**src/rtl/cpu_run_controller_if.sv**
```systemverilog
// Host/CPU-facing signal bundle for cpu_run_controller.
// The step_mode/step pair exists only when CPU_RUN_STEP_EN is defined.
interface cpu_run_controller_if #(
   parameter int PC_WIDTH   = 64,
   parameter int DATA_WIDTH = 64,
   parameter int CNT_WIDTH  = 16
);
   logic                  start;
   logic                  abort;
   logic [PC_WIDTH-1:0]   start_addr;
   logic [PC_WIDTH-1:0]   end_addr;
   logic [DATA_WIDTH-1:0] expected;
   logic [CNT_WIDTH-1:0]  max_cycles;
   logic [PC_WIDTH-1:0]   currentpc;
   logic [DATA_WIDTH-1:0] memtoregout;
`ifdef CPU_RUN_STEP_EN
   logic                  step_mode;
   logic                  step;
`endif
   logic                  cpu_resetl;
   logic [PC_WIDTH-1:0]   cpu_startpc;
   logic                  cpu_ce;
   logic                  busy;
   logic                  done;
   logic                  pass;
   logic                  timeout;
   logic [DATA_WIDTH-1:0] result;
   logic [CNT_WIDTH-1:0]  cycle_count;

   modport master (
      output start, abort, start_addr, end_addr, expected, max_cycles,
             currentpc, memtoregout,
`ifdef CPU_RUN_STEP_EN
             step_mode, step,
`endif
      input  cpu_resetl, cpu_startpc, cpu_ce, busy, done, pass, timeout,
             result, cycle_count
   );

   modport slave (
      input  start, abort, start_addr, end_addr, expected, max_cycles,
             currentpc, memtoregout,
`ifdef CPU_RUN_STEP_EN
             step_mode, step,
`endif
      output cpu_resetl, cpu_startpc, cpu_ce, busy, done, pass, timeout,
             result, cycle_count
   );
endinterface

```
**src/rtl/cpu_run_controller.sv**
```systemverilog
// Run sequencer for the single-cycle CPU: reset hold, gated run, end-PC/watchdog stop, result check.
// Optional single-step gating is enabled by defining CPU_RUN_STEP_EN.
module cpu_run_controller #(
   parameter int PC_WIDTH     = 64,
   parameter int DATA_WIDTH   = 64,
   parameter int CNT_WIDTH    = 16,
   parameter int RESET_CYCLES = 2
) (
   input logic                 CLK,
   input logic                 reset,
   cpu_run_controller_if.slave bus
);
   typedef enum logic [1:0] {IDLE, HOLD, RUN, DONE} state_t;

   localparam int HW = (RESET_CYCLES > 1) ? $clog2(RESET_CYCLES) : 1;
   localparam logic [HW-1:0] HOLD_LAST = HW'(RESET_CYCLES - 1);

   state_t                state_q;
   logic [HW-1:0]         hold_q;
   logic [PC_WIDTH-1:0]   end_q;
   logic [PC_WIDTH-1:0]   startpc_q;
   logic [DATA_WIDTH-1:0] exp_q;
   logic [CNT_WIDTH-1:0]  max_q;
   logic [CNT_WIDTH-1:0]  cnt_q, cnt_d;
   logic [DATA_WIDTH-1:0] result_q;
   logic                  resetl_q, busy_q, done_q, pass_q, timeout_q;
   logic                  reached, wd_hit, step_ok, ce;

   assign reached = bus.currentpc >= end_q;
   assign wd_hit  = (max_q != '0) && (cnt_q == max_q);

`ifdef CPU_RUN_STEP_EN
   logic armed_q;
   assign step_ok = !bus.step_mode || armed_q;

   // One-shot: a step pulse in RUN grants exactly one enabled cycle.
   always_ff @(posedge CLK or posedge reset) begin
      if (reset)                           armed_q <= 1'b0;
      else if (state_q != RUN || bus.abort) armed_q <= 1'b0;
      else if (bus.step)                   armed_q <= 1'b1;
      else if (ce && bus.step_mode)        armed_q <= 1'b0;
   end
`else
   assign step_ok = 1'b1;
`endif

   // Combinational so the PC freezes in the same cycle the stop is detected.
   assign ce    = (state_q == RUN) && !reached && !wd_hit && step_ok;
   assign cnt_d = (ce && cnt_q != '1) ? cnt_q + 1'b1 : cnt_q;

   always_ff @(posedge CLK or posedge reset) begin
      if (reset) begin
         state_q   <= IDLE;
         hold_q    <= '0;
         end_q     <= '0;
         startpc_q <= '0;
         exp_q     <= '0;
         max_q     <= '0;
         cnt_q     <= '0;
         result_q  <= '0;
         resetl_q  <= 1'b0;
         busy_q    <= 1'b0;
         done_q    <= 1'b0;
         pass_q    <= 1'b0;
         timeout_q <= 1'b0;
      end else if (bus.abort) begin
         state_q   <= IDLE;
         resetl_q  <= 1'b0;
         busy_q    <= 1'b0;
         done_q    <= 1'b0;
         pass_q    <= 1'b0;
         timeout_q <= 1'b0;
      end else begin
         case (state_q)
            IDLE, DONE: begin
               if (bus.start) begin
                  end_q     <= bus.end_addr;
                  exp_q     <= bus.expected;
                  max_q     <= bus.max_cycles;
                  startpc_q <= bus.start_addr;
                  cnt_q     <= '0;
                  result_q  <= '0;
                  done_q    <= 1'b0;
                  pass_q    <= 1'b0;
                  timeout_q <= 1'b0;
                  busy_q    <= 1'b1;
                  resetl_q  <= 1'b0;
                  hold_q    <= '0;
                  state_q   <= HOLD;
               end
            end
            HOLD: begin
               if (hold_q == HOLD_LAST) begin
                  resetl_q <= 1'b1;
                  state_q  <= RUN;
               end else begin
                  hold_q <= hold_q + 1'b1;
               end
            end
            RUN: begin
               cnt_q <= cnt_d;
               // Completion outranks the watchdog when both fire together.
               if (reached) begin
                  result_q  <= bus.memtoregout;
                  pass_q    <= (bus.memtoregout == exp_q);
                  timeout_q <= 1'b0;
                  done_q    <= 1'b1;
                  busy_q    <= 1'b0;
                  state_q   <= DONE;
               end else if (wd_hit) begin
                  result_q  <= bus.memtoregout;
                  pass_q    <= 1'b0;
                  timeout_q <= 1'b1;
                  done_q    <= 1'b1;
                  busy_q    <= 1'b0;
                  state_q   <= DONE;
               end
            end
            default: state_q <= IDLE;
         endcase
      end
   end

   assign bus.cpu_resetl  = resetl_q;
   assign bus.cpu_startpc = startpc_q;
   assign bus.cpu_ce      = ce;
   assign bus.busy        = busy_q;
   assign bus.done        = done_q;
   assign bus.pass        = pass_q;
   assign bus.timeout     = timeout_q;
   assign bus.result      = result_q;
   assign bus.cycle_count = cnt_q;
endmodule
```
**src/flat_wrapper.sv**
```systemverilog
// flat-port wrapper written by rule: the top's interface ports become plain ports
module cpu_run_controller_flat 
#(
   parameter int PC_WIDTH     = 64,
   parameter int DATA_WIDTH   = 64,
   parameter int CNT_WIDTH    = 16,
   parameter int RESET_CYCLES = 2
)
  (CLK, reset, bus_start, bus_abort, bus_start_addr, bus_end_addr, bus_expected, bus_max_cycles, bus_currentpc, bus_memtoregout, bus_cpu_resetl, bus_cpu_startpc, bus_cpu_ce, bus_busy, bus_done, bus_pass, bus_timeout, bus_result, bus_cycle_count);
  cpu_run_controller_if #(.PC_WIDTH(PC_WIDTH), .DATA_WIDTH(DATA_WIDTH), .CNT_WIDTH(CNT_WIDTH)) bus_i ();
  input logic CLK;
  input logic reset;
  input wire logic [$bits(bus_i.start)-1:0] bus_start;
  input wire logic [$bits(bus_i.abort)-1:0] bus_abort;
  input wire logic [$bits(bus_i.start_addr)-1:0] bus_start_addr;
  input wire logic [$bits(bus_i.end_addr)-1:0] bus_end_addr;
  input wire logic [$bits(bus_i.expected)-1:0] bus_expected;
  input wire logic [$bits(bus_i.max_cycles)-1:0] bus_max_cycles;
  input wire logic [$bits(bus_i.currentpc)-1:0] bus_currentpc;
  input wire logic [$bits(bus_i.memtoregout)-1:0] bus_memtoregout;
  output wire logic [$bits(bus_i.cpu_resetl)-1:0] bus_cpu_resetl;
  output wire logic [$bits(bus_i.cpu_startpc)-1:0] bus_cpu_startpc;
  output wire logic [$bits(bus_i.cpu_ce)-1:0] bus_cpu_ce;
  output wire logic [$bits(bus_i.busy)-1:0] bus_busy;
  output wire logic [$bits(bus_i.done)-1:0] bus_done;
  output wire logic [$bits(bus_i.pass)-1:0] bus_pass;
  output wire logic [$bits(bus_i.timeout)-1:0] bus_timeout;
  output wire logic [$bits(bus_i.result)-1:0] bus_result;
  output wire logic [$bits(bus_i.cycle_count)-1:0] bus_cycle_count;
  assign bus_i.start = bus_start;
  assign bus_i.abort = bus_abort;
  assign bus_i.start_addr = bus_start_addr;
  assign bus_i.end_addr = bus_end_addr;
  assign bus_i.expected = bus_expected;
  assign bus_i.max_cycles = bus_max_cycles;
  assign bus_i.currentpc = bus_currentpc;
  assign bus_i.memtoregout = bus_memtoregout;
  assign bus_cpu_resetl = bus_i.cpu_resetl;
  assign bus_cpu_startpc = bus_i.cpu_startpc;
  assign bus_cpu_ce = bus_i.cpu_ce;
  assign bus_busy = bus_i.busy;
  assign bus_done = bus_i.done;
  assign bus_pass = bus_i.pass;
  assign bus_timeout = bus_i.timeout;
  assign bus_result = bus_i.result;
  assign bus_cycle_count = bus_i.cycle_count;
  cpu_run_controller #(.PC_WIDTH(PC_WIDTH), .DATA_WIDTH(DATA_WIDTH), .CNT_WIDTH(CNT_WIDTH), .RESET_CYCLES(RESET_CYCLES)) u_core (.CLK(CLK), .reset(reset), .bus(bus_i));
endmodule
```
**config.mk**
```make
export PLATFORM = sky130hd
export DESIGN_NAME = cpu_run_controller_flat
export DESIGN_NICKNAME = d
export VERILOG_FILES = /design/src/rtl/cpu_run_controller_if.sv /design/src/rtl/cpu_run_controller.sv /design/src/flat_wrapper.sv
export SDC_FILE = /design/constraint.sdc
export NUM_CORES = 1
export LEC_CHECK = 0
export BUFFER_PORTS_ARGS = -buffer_cell sky130_fd_sc_hd__buf_2
export CAP_MARGIN = 10
export CORE_MARGIN = 4
export CORE_UTILIZATION = 40
export DETAILED_ROUTE_END_ITERATION = 7
export GPL_TIMING_DRIVEN = 0
export PLACE_DENSITY = 0.68
export SLEW_MARGIN = 20
export SYNTH_ARGS = -nofsm -noshare
export SYNTH_HDL_FRONTEND = slang
export SYNTH_SLANG_ARGS = --single-unit
```
**constraint.sdc**
```tcl
create_clock -name CLK -period 10.4 [get_ports CLK]
set_input_delay 2.08 -clock CLK [delete_from_list [all_inputs] [get_ports CLK]]
set_output_delay 2.08 -clock CLK [all_outputs]
set_load 0.01 [all_outputs]
```
**Word-level counts from Yosys, hierarchy flattened**

Cells that the tools add are included.

- Register bits after elaboration: 296
- Output and inout bits: 150
- Word-level logic and storage cells: 83
- Input bits: 340

- Bitwise gates (word level): 1
- Muxes and demuxes: 34
- $lt $le $gt $ge: 1
- Add/sub/neg operators: 2
- Equal/unequal tests: 12
- Reductions and logical operators: 20

Operator list:

| operator | count |
|---|---|
| two-way mux 64 bit | 3 |
| one-hot mux 64 bit (2 select lines) | 1 |
| == test 64 bit | 1 |
| >= comparator 64 bit | 1 |
| two-way mux 16 bit | 2 |
| one-hot mux 16 bit (2 select lines) | 1 |
| adder 16 x 1 -> 16 bit (second input constant) | 1 |
| == test 16 bit | 1 |
| != test 16 bit (second input constant) | 1 |
| nonzero test 16 bit | 1 |
| two-way mux 1 bit | 15 |
| AND reduction 3 bit | 5 |
| one-hot mux 1 bit (2 select lines) | 6 |
| two-way mux 2 bit | 5 |
| AND reduction 4 bit | 2 |
| one-hot mux 2 bit (3 select lines) | 1 |
| nonzero test 3 bit | 2 |
| == test 2 bit (second input constant) | 2 |
| logical AND 1 bit | 4 |
| != test 2 bit (second input constant) | 2 |
| != test 4 x 2 -> 1 bit (second input constant) | 1 |
| nonzero test 2 bit | 2 |
| != test 3 x 1 -> 1 bit (second input constant) | 1 |
| != test 3 x 2 -> 1 bit (second input constant) | 1 |
| other kinds (7) | 8 |

**Depth between registers and ports, before layout**

- Word-level depth: 7
- Gate-level depth with buffers: 11
- Mapped depth without buffers: 9

**Worst setup path before layout**

Ideal clock, no wire load.

- Kind: input port to output port
- Start: in bus_currentpc[5]
- End: out bus_cpu_ce
- Arrival time: 3.983 ns
- Path buffers: 1
- Stages on the path: 9
- Setup slack: 4.337 ns
- Required time: 8.320 ns
- Cell sequence: ha_1 > a21o_1 > nand3_1 > a211oi_1 > o41a_1 > o2111ai_1 > clkbuf_1 > nand2_1 > inv_1

- Cells in the longest elaborated chain, start to end: 4

RTL lines:

| item | line | text |
|---|---|---|
| from (decl) | flat_wrapper.sv:19 | `input wire logic [$bits(bus_i.currentpc)-1:0] bus_currentpc;` |
| >= comparator 64 bit | cpu_run_controller.sv:29 | `assign reached = bus.currentpc >= end_q;` |
| zero test 1 bit | cpu_run_controller.sv:48 | `assign ce = (state_q == RUN) && !reached && !wd_hit && step_ok;` |
| logical AND 1 bit (2 in series) | cpu_run_controller.sv:48 |  |
| to (decl) | flat_wrapper.sv:23 | `output wire logic [$bits(bus_i.cpu_ce)-1:0] bus_cpu_ce;` |

Every way passes these cells.

**Worst setup path after layout**

- Start: in bus_currentpc[19]
- End: out bus_cpu_ce

Same word-level chain as after synthesis.

==> results.md <==
- Status: complete, no violations
- CTS tree: done
- Commonest register cell after synthesis: dfrtp_1
- Final design utilization: 0.531
- Port bufs: roughly 490
- CTS Hold Bufs: 0
- CP startpoint: bus_currentpc[19]
- Final Instance Area: ~19,000 um2
- Clk_lat worst skew: ~0.52 ns
- Initial DRC Count: 503
- Pre-Repair DR Iteration Count: 5
- Die span in y: 200 um
- Fmax: between 0.1 and 0.15 GHz
- Hold Fails Final Rpt: 0
- Layout net count: between 2,000 and 2,500
- Routed wire length: around 45,000 um
- Clock slew at reported path FFs: 0.06 ns
- Cell Pwr Density: roughly 280 nW/um2
- Final Slew Violations: 0
- Initial antenna violation count: 14
- FFs w/ async S/R, synth: 1.00
- Initial Util: 0.409
- Most frequent cells in the layout: buf_2, dfrtp_1, mux2_2, inv_1, nand2_1
- Comb power frac: 0.382
- Synth area leaders: dfrtp_1, mux2_2, ha_1
- Yosys Warn Count: 0
- Switching share of total power: 0.347
- Register area share after synthesis: 0.504
- IO Pins: 490
- Final worst path period share: 0.682
- Dpl ws: 3.30 ns
- Post-synth top area share: 0.504
- Worst setup SP type: input pin
- Worst path required time: approximately 8.3 ns
- Syn Nets: ~1,600
- CP Max Fanout: 10
- Final Setup Violations: 0
- Gr usage total: 0.219
- Slew HR: 0.362
- Routed wire per std cell: 20.0 um
- Largest net degree at the start of global routing: 105
- Reg2Reg Launch Point: u_core.end_q[22]
- Hold wc startpoint: u_core.bus.cpu_startpc[15]
- Final HPWL DP: approximately 36,000 um
- CP endpoint kind: output port
- Final min period: 7.09 ns
- Layout area overhead: 29.7%
- Cell count after synthesis: between 1,000 and 1,500
- Mapped Area: approximately 15,000 um2
- Num rows: 69
- Tightest Pin Transition: approximately 0.96 ns
- WP data arrival: around 5.0 ns
- Synth Register Bits: between 200 and 300
- Internal power: 3.54 mW
- CTS Buf Count: 35
- H-tree depth: 2
- Placed Area: 17,800 um2
- Commonest non-fill, non-tap cell in the layout: buf_2
- Crit path max-delay cell type: o2111ai_1
- Distinct cells, synth: 62
- Worst hold-check path type: register to register
- GRT Residual Overflow: 0
- NetSw: ~1.9 mW
- Critical Path Max Stage Delay: approximately 0.6 ns
- Routed Antenna Nets: 0
- RSZ-0062 raised after global routing: no
- Tot Pwr: approximately 5.4 mW
- First-pass GRT wire length: 67,900 um
- Layout cells sized above 1: 0.434
- Clock power share: 0.242
- Vias post-DR: roughly 11,000
- Root Buffer: clkbuf_16
- DR DRC count: 0
- Post-synth EDFFs: 0
- Kind of critical path: input pin to output port
- Vias in the first global route: about 12,000
- Routability cong.: roughly 0.84
- Max Cap Viol: 0
- Die area: about 40,000 um2
- Vias per cell: slightly above 5
- WHS: between 0.4 and 0.5 ns
- Syn Area/Cell: between 10 and 15 um2
- Post-CTS sizing: 0
- Final worst slack: ~3.3 ns
- Crit path top cell by count: buf_2
- Core area: 35,900 um2
- Cell taking the most area after synthesis: dfrtp_1
- Crit-path cells: buf_2, ha_1, a21oi_1, o21ai_0, a221oi_1, o211ai_1, o2111ai_1, clkbuf_1, nand2_1, inv_1, buf_2
- Max Clock Skew: around 0.030 ns
- Clk sinks: slightly below 300
- Seq pwr share: 0.376
- Post-CTS Setup Bufs: 0
- Max Root-Sink Buffers: 3
- Pleak: 9.40 nW
- Peak VDD IR: ~0.19 mV
- Die X: around 200 um
## synthesized netlist by cell type (14+ instances only)
library cell / number
nand2_1: 104
nand3_1: 14
clkbuf_1: 41
inv_1: 142
dfrtp_1: 296
xor2_1: 54
mux2i_1: 66
a21oi_1: 34
mux2_2: 209
xnor2_1: 25
nand4_1: 22
nor4_1: 21
ha_1: 67
## final timing paths
path,to,slack (ns),cells after the start
worst max register to register,u_core.bus.result[15],6.94,11
max in group asynchronous,u_core.bus.result[30],7.72,4
worst min-delay path,u_core.bus.cpu_startpc[15],0.50,1
worst min register to register,u_core.bus.cpu_startpc[15],0.50,1
min in group asynchronous,u_core.end_q[1],1.55,2
worst max-delay path,bus_cpu_ce,3.31,11
## power by group through the flow
stage	Sequential [mW]	Clock, mW	Combinational, mW
after floorplan	2.12	0	1.23
after CTS	2.04	1.35	2.11
after global placement	2.03	0	2.03
final	2.04	1.32	2.07
after global routing	2.10	1.39	2.30
after detailed placement	2.05	0	2.10
## metrics by stage
stage	setup TNS [ns]	instances
6_report	0	2263
3_5_place_dp	0	2195
3_3_place_gp	-998.51	2192
5_1_grt	0	2262
4_1_cts	0	2258
2_1_floorplan	0	1242
## worst max-delay path, delay by kind of cell
| kind | cells | cell delay [ns] |
|---|---|---|
| simple gates | 1 | 0.18 |
| buf+inv | 4 | 0.77 |
| compound gates | 5 | 1.65 |
| fa+ha+maj | 1 | 0.31 |
## layout make-up
class | count | area [um2]
fillers | 3217 | 16900
flip-flops and latches | 296 | 7410
multi-input cells | 753 | 6510
repair buffers | 492 | 2530
clock buffers | 50 | 1010
well taps | 461 | 577
inverters | 142 | 541
plain buffers | 51 | 245
clock inverters | 13 | 230
diodes | 5 | 12.5
## cells by family after synthesis
group | share of synthesized area
flip-flops | 0.504
AO/OA/AOI/OAI | 0.0519
adder cells (fa/ha/maj) | 0.0571
multiplexers | 0.205
AND/OR/NAND/NOR | 0.0817
XOR/XNOR | 0.0471
buffers and inverters | 0.0530
## flip-flops by register name, indices dropped and copies added, names as in the netlist
signal and count:
u_core.bus.cpu_startpc 64, u_core.bus.result 64, u_core.end_q 64, u_core.exp_q 64, u_core.bus.cycle_count 16, u_core.max_q 16
u_core.state_q 2, u_core.bus.busy 1, u_core.bus.cpu_resetl 1, u_core.bus.done 1, u_core.bus.pass 1, u_core.bus.timeout 1
u_core.hold_q 1
## layer usage
| metal | global-route usage | share of wire | vias to the layer above |
|---|---|---|---|
| met5 | 0 | 0.0018 | - |
| met4 | 0.0694 | 0.029 | 16 |
| met3 | 0.0695 | 0.085 | 84 |
| met2 | 0.377 | 0.50 | 413 |
| met1 | 0.261 | 0.39 | 5570 |
| li1 | - | - | 5357 |
(Power assumes the default switching activity.)
